--- src/rtl/regfile_demux.sv ---
// Register file with a one-hot decoded write port and two combinational read ports; x0 is hard-wired to zero.
// Optional macro REGFILE_BYPASS_EN forwards wd3 to a read port addressing the register being written.
module regfile_demux #(
    parameter int XLEN  = 32,
    parameter int NREGS = 32,
    localparam int AW   = (NREGS > 1) ? $clog2(NREGS) : 1
) (
    input  logic            clk,
    input  logic            rst_n,
    input  logic            we3,
    input  logic [AW-1:0]   a3,
    input  logic [XLEN-1:0] wd3,
    input  logic [AW-1:0]   a1,
    input  logic [AW-1:0]   a2,
    output logic [XLEN-1:0] rd1,
    output logic [XLEN-1:0] rd2
);

    logic [XLEN-1:0]  regs [NREGS];
    logic [NREGS-1:1] wen;

    genvar gi;
    generate
        for (gi = 0; gi < NREGS; gi++) begin : g_reg
            if (gi == 0) begin : g_zero
                assign regs[gi] = '0;
            end else begin : g_store
                logic [XLEN-1:0] q_reg;

                // One-hot decode: a3 = 0 never matches, so writes to x0 vanish here.
                assign wen[gi] = we3 && (a3 == AW'(gi));

                always_ff @(posedge clk or negedge rst_n) begin
                    if (!rst_n) begin
                        q_reg <= '0;
                    end else if (wen[gi]) begin
                        q_reg <= wd3;
                    end
                end

                assign regs[gi] = q_reg;
            end
        end
    endgenerate

    logic a1_ok, a2_ok;
    assign a1_ok = rst_n && (a1 != '0) && ({1'b0, a1} < (AW+1)'(NREGS));
    assign a2_ok = rst_n && (a2 != '0) && ({1'b0, a2} < (AW+1)'(NREGS));

`ifdef REGFILE_BYPASS_EN
    logic wr_any;
    assign wr_any = |wen;
`endif

    always_comb begin
        rd1 = '0;
        if (a1_ok) begin
            rd1 = regs[a1];
        end
`ifdef REGFILE_BYPASS_EN
        // wr_any already excludes x0 and out-of-range targets; reset masks the forward path.
        if (rst_n && wr_any && (a3 == a1)) begin
            rd1 = wd3;
        end
`endif
    end

    always_comb begin
        rd2 = '0;
        if (a2_ok) begin
            rd2 = regs[a2];
        end
`ifdef REGFILE_BYPASS_EN
        if (rst_n && wr_any && (a3 == a2)) begin
            rd2 = wd3;
        end
`endif
    end

endmodule
--- config.mk ---
export PLATFORM = sky130hd
export DESIGN_NAME = regfile_demux
export DESIGN_NICKNAME = d
export VERILOG_FILES = /design/src/rtl/regfile_demux.sv
export SDC_FILE = /design/constraint.sdc
export NUM_CORES = 2
export LEC_CHECK = 0
export BUFFER_PORTS_ARGS = -buffer_cell sky130_fd_sc_hd__buf_2
export CAP_MARGIN = 25
export CORE_ASPECT_RATIO = 2
export CORE_MARGIN = 8
export CORE_UTILIZATION = 53
export DETAILED_ROUTE_END_ITERATION = 7
export PLACE_DENSITY = 0.69
export SLEW_MARGIN = 20
export SYNTH_ARGS = -nofsm -noshare
export SYNTH_HDL_FRONTEND = slang
export SYNTH_SLANG_ARGS = --single-unit
--- constraint.sdc ---
create_clock -name clk -period 6 [get_ports clk]
set_input_delay 1.2 -clock clk [delete_from_list [all_inputs] [get_ports clk]]
set_output_delay 1.2 -clock clk [all_outputs]
set_load 0.01 [all_outputs]
==> qor.txt <==
STA
----------------------------------------------------------------------------------
Final setup skew ....................................................         0 ps
Setup repair after global routing missed its margin .................        false
Final min period ....................................................      5360 ps
Fmax ................................................................      187 MHz
Setup total negative slack ..........................................         0 ps
Max-slew violation total from the final report ......................            0
Final-report hold violation count ...................................            0
Slew at the pin closest to its max-slew limit .......................      1160 ps
Period utilisation layout ...........................................        0.893
# setup viols final .................................................            0
Slew Limit Headroom .................................................        0.229

SETUP PATH
----------------------------------------------------------------------------------
Worst r2r src ....................................................... g_reg[13].g_store.q_reg[13]$_DFFE_PN0P_
Worst setup SP type ................................................. primary input
CP Capture Type ..................................................... primary output
CP Cell Sequence .................................................... buf_8 -> buf_4 -> buf_4 -> a21oi_1 -> a211oi_1 -> o21ai_0 -> a32oi_1 -> buf_2
Max FO, Critical Path ...............................................           64
Largest stage delay on the critical path ............................       830 ps
Cell with the largest stage delay on the worst path ................. sky130_fd_sc_hd__a32oi_1
Cell repeated most along the worst path ............................. sky130_fd_sc_hd__buf_4
Count of cells along the worst register-to-register path ............            1
R2R setup slack .....................................................      5160 ps
End of the worst register-to-register path .......................... g_reg[13].g_store.q_reg[13]$_DFFE_PN0P_
Worst Path Required .................................................      4800 ps
Critical path type .................................................. primary input to primary output
Critical path data arrival time .....................................      4160 ps

WORST HOLD PATH
----------------------------------------------------------------------------------
Class of the tightest hold or removal check ......................... primary input to asynchronous set/reset pin

PLACED DESIGN
----------------------------------------------------------------------------------
Final estimated routing congestion in global placement ..............        0.909
Half-perimeter wire length after placement .......................... 117000 microns
Post-Place Cells ....................................................         5019
Number of I/O port buffers ..........................................          113

FLOORPLANNING
----------------------------------------------------------------------------------
Die boundary height .................................................  466 microns
Initial standard-cell utilization of the core .......................        0.534
Core Footprint ......................................................  0.101 sq mm
Top-Level Pins ......................................................          114
Die outline area ....................................................  0.112 sq mm
Width of the die ....................................................  241 microns
# rows ..............................................................          165

CELLS AND AREA
----------------------------------------------------------------------------------
Post-route insts no fill ............................................         5198
Final nets ..........................................................         3827
Flip-flop count of the largest register, all copies and words added .          992
Most frequent cells in the layout ................................... sky130_fd_sc_hd__mux2_2 (1036), sky130_fd_sc_hd__dfrtp_1 (992), sky130_fd_sc_hd__mux2i_1 (365)
Layout cell share with drive strength beyond 1 ......................        0.470
Most common library cell in the layout ignoring fill and taps ....... sky130_fd_sc_hd__mux2_2
Signed area change from the synthesized netlist to the final layout .        10.0%

LOGIC SYNTHESIS
----------------------------------------------------------------------------------
Sequential cell area fraction in the yosys report ...................        0.462
Synthesized Nets ....................................................         3880
Count of yosys warnings during synthesis ............................            0
Synth Register Bits .................................................          992
Leading register cell type out of synthesis ......................... sky130_fd_sc_hd__dfrtp_1
Mean area per synthesized cell ......................................   14.0 sq um
Async SR Flop Fraction ..............................................         1.00
Summed instance area of the synthesized netlist ..................... 0.0538 sq mm
Yosys cell types ....................................................           44
Count of flip-flops with a built-in enable after synthesis ..........            0
Yosys top cell by area .............................................. sky130_fd_sc_hd__dfrtp_1
Area share of the largest cell type after synthesis .................        0.462
Gate count after technology mapping .................................         3830
Ranking of synthesized cells by area ................................ sky130_fd_sc_hd__dfrtp_1 (46%), sky130_fd_sc_hd__mux2_2 (22%), sky130_fd_sc_hd__mux4_2 (13%)

GLOBAL ROUTE
----------------------------------------------------------------------------------
Via count of the first global-routing pass ..........................        38700
Antenna violations before repair ....................................           16
Pin count of the biggest net entering global routing ................          165
Remaining Overflow, GRT .............................................            0
Global-route total usage across every layer .........................        0.326
Global-route wire length before repair .............................. 267000 microns

CLOCKING
----------------------------------------------------------------------------------
Clock latency of the later-clocked register in the worst-skew pair ..       690 ps
H-tree lvl count ....................................................            3
CTS Buf Count .......................................................           90
Post-cts sizing count ...............................................            0
Number of clock sinks ...............................................          992
Buffers inserted by post-CTS timing repair ..........................            0
Clock tree from TritonCTS ...........................................         done
Hold buffer count at cts ............................................            0
CTS clock-pin slew for the worst setup and hold paths ...............        60 ps
Bufs on Longest Clock Path ..........................................            3
Root Driver ......................................................... sky130_fd_sc_hd__clkbuf_16

DETAILED ROUTING
----------------------------------------------------------------------------------
1st-iter DRT viols ..................................................         2951
Total wirelength of the detailed-routed design ...................... 181000 microns
Average vias per placed instance ....................................         6.99
Post-DRT Antenna Nets ...............................................            0
Count of unresolved DRC violations after routing ....................            0
DRT Pass-1 Iters ....................................................            6
Routed wirelength normalized by instance count ...................... 34.9 microns
Routed via count ....................................................        36300

RUN
----------------------------------------------------------------------------------
Max capacitance violation total .....................................            0

POWER
----------------------------------------------------------------------------------
Worst vdd rail ir drop ..............................................   0.000234 V
Total power density per cell area ...................................  330 mW/mm^2
Static leakage ......................................................      26.0 nW

STATUS
----------------------------------------------------------------------------------
Run status .......................................................... finished clean

cell usage after synthesis (2+ instances only):
master / number
sky130_fd_sc_hd__a2111oi_0: 13
sky130_fd_sc_hd__a211oi_1: 64
sky130_fd_sc_hd__a21oi_1: 44
sky130_fd_sc_hd__a221oi_1: 63
sky130_fd_sc_hd__a22o_1: 5
sky130_fd_sc_hd__a22oi_1: 40
sky130_fd_sc_hd__a311oi_1: 2
sky130_fd_sc_hd__a32oi_1: 32
sky130_fd_sc_hd__and2_1: 6
sky130_fd_sc_hd__and3_1: 8
sky130_fd_sc_hd__buf_1: 54
sky130_fd_sc_hd__buf_12: 2
sky130_fd_sc_hd__buf_2: 111
sky130_fd_sc_hd__buf_4: 44
sky130_fd_sc_hd__buf_6: 12
sky130_fd_sc_hd__clkbuf_1: 193
sky130_fd_sc_hd__dfrtp_1: 992
sky130_fd_sc_hd__mux2_1: 9
sky130_fd_sc_hd__mux2_2: 1036
sky130_fd_sc_hd__mux2i_1: 365
sky130_fd_sc_hd__mux4_1: 14
sky130_fd_sc_hd__mux4_2: 307
sky130_fd_sc_hd__nand2_1: 95
sky130_fd_sc_hd__nand2b_1: 6
sky130_fd_sc_hd__nand4_1: 33
sky130_fd_sc_hd__nand4b_1: 3
sky130_fd_sc_hd__nor2_1: 74
sky130_fd_sc_hd__nor2b_1: 49
sky130_fd_sc_hd__nor3_1: 23
sky130_fd_sc_hd__nor3b_1: 3
sky130_fd_sc_hd__nor4_1: 2
sky130_fd_sc_hd__o211ai_1: 10
sky130_fd_sc_hd__o21ai_0: 46
sky130_fd_sc_hd__o221ai_1: 2
sky130_fd_sc_hd__o22ai_1: 44
sky130_fd_sc_hd__o31a_1: 5
sky130_fd_sc_hd__o31ai_1: 10
sky130_fd_sc_hd__or3_1: 3
worst max-delay path by stage:
stage / to / start / depth (start not counted) / slack, ps
floorplan: rd1[21] / a1[1] / 8 / 1930
global placement: rd2[18] / a2[0] / 8 / 530
detailed placement: rd2[18] / a2[0] / 8 / 520
CTS: rd2[18] / a2[0] / 8 / 520
global route: rd2[18] / a2[0] / 8 / 440
finish: rd2[18] / a2[0] / 8 / 640
through the flow:
stage / util / setup WS [ps] / instance area (sq um) / power (mW) / hold slack [ps]
5_1_grt: 0.587 / 438 / 59100 / 20.3 / 492
3_5_place_dp: 0.554 / 523 / 55800 / 13.2 / 506
4_1_cts: 0.586 / 523 / 59100 / 19.6 / 453
3_3_place_gp: 0.553 / 531 / 55700 / 13.1 / 491
2_1_floorplan: - / 1930 / 53800 / 11.8 / 471
6_report: 0.587 / 639 / 59100 / 19.5 / 476
report_power, final:
group / total [mW] / internal (mW) / leakage [nW] / switching, mW
clock: 6.42 / 3.72 / 1.58 / 2.69
combinational: 4.07 / 2.32 / 11.7 / 1.74
sequential: 9.06 / 8.00 / 12.7 / 1.06
critical path, delay by kind of cell:
kind,cells,cell delay [ps]
compound gates,4,1250
buf+inv,4,1520
cell families (layout without fill, tap and decap cells):
| family | Yosys count | in the layout | synth area share |
|---|---|---|---|
| mux | 1731 | 1731 | 0.422 |
| flops | 992 | 992 | 0.462 |
| buf+inv | 417 | 438 | 0.0371 |
| compound gates | 382 | 382 | 0.0512 |
| simple gates | 308 | 308 | 0.0277 |
| other cells | 0 | 11 | 0 |
metal layers:
metal	up-vias	GRT usage	part of all wire
met4	10	0.210	0.076
met5	-	0	0.00038
met3	696	0.0648	0.073
met1	19300	0.370	0.34
li1	14600	-	-
met2	1762	0.555	0.51
area by class of cell:
| type | count | area, sq um |
|---|---|---|
| Sequential cell | 992 | 24800 |
| Antenna cell | 11 | 27.5 |
| Inverter | 1 | 3.75 |
| Clock buffer | 123 | 2590 |
| Clock inverter | 43 | 649 |
| Fill cell | 8139 | 41600 |
| Timing Repair Buffer | 271 | 2200 |
| Multi-Input combinational cell | 2421 | 27200 |
| Tap cell | 1336 | 1670 |
Power figures use the tool's default switching activity.
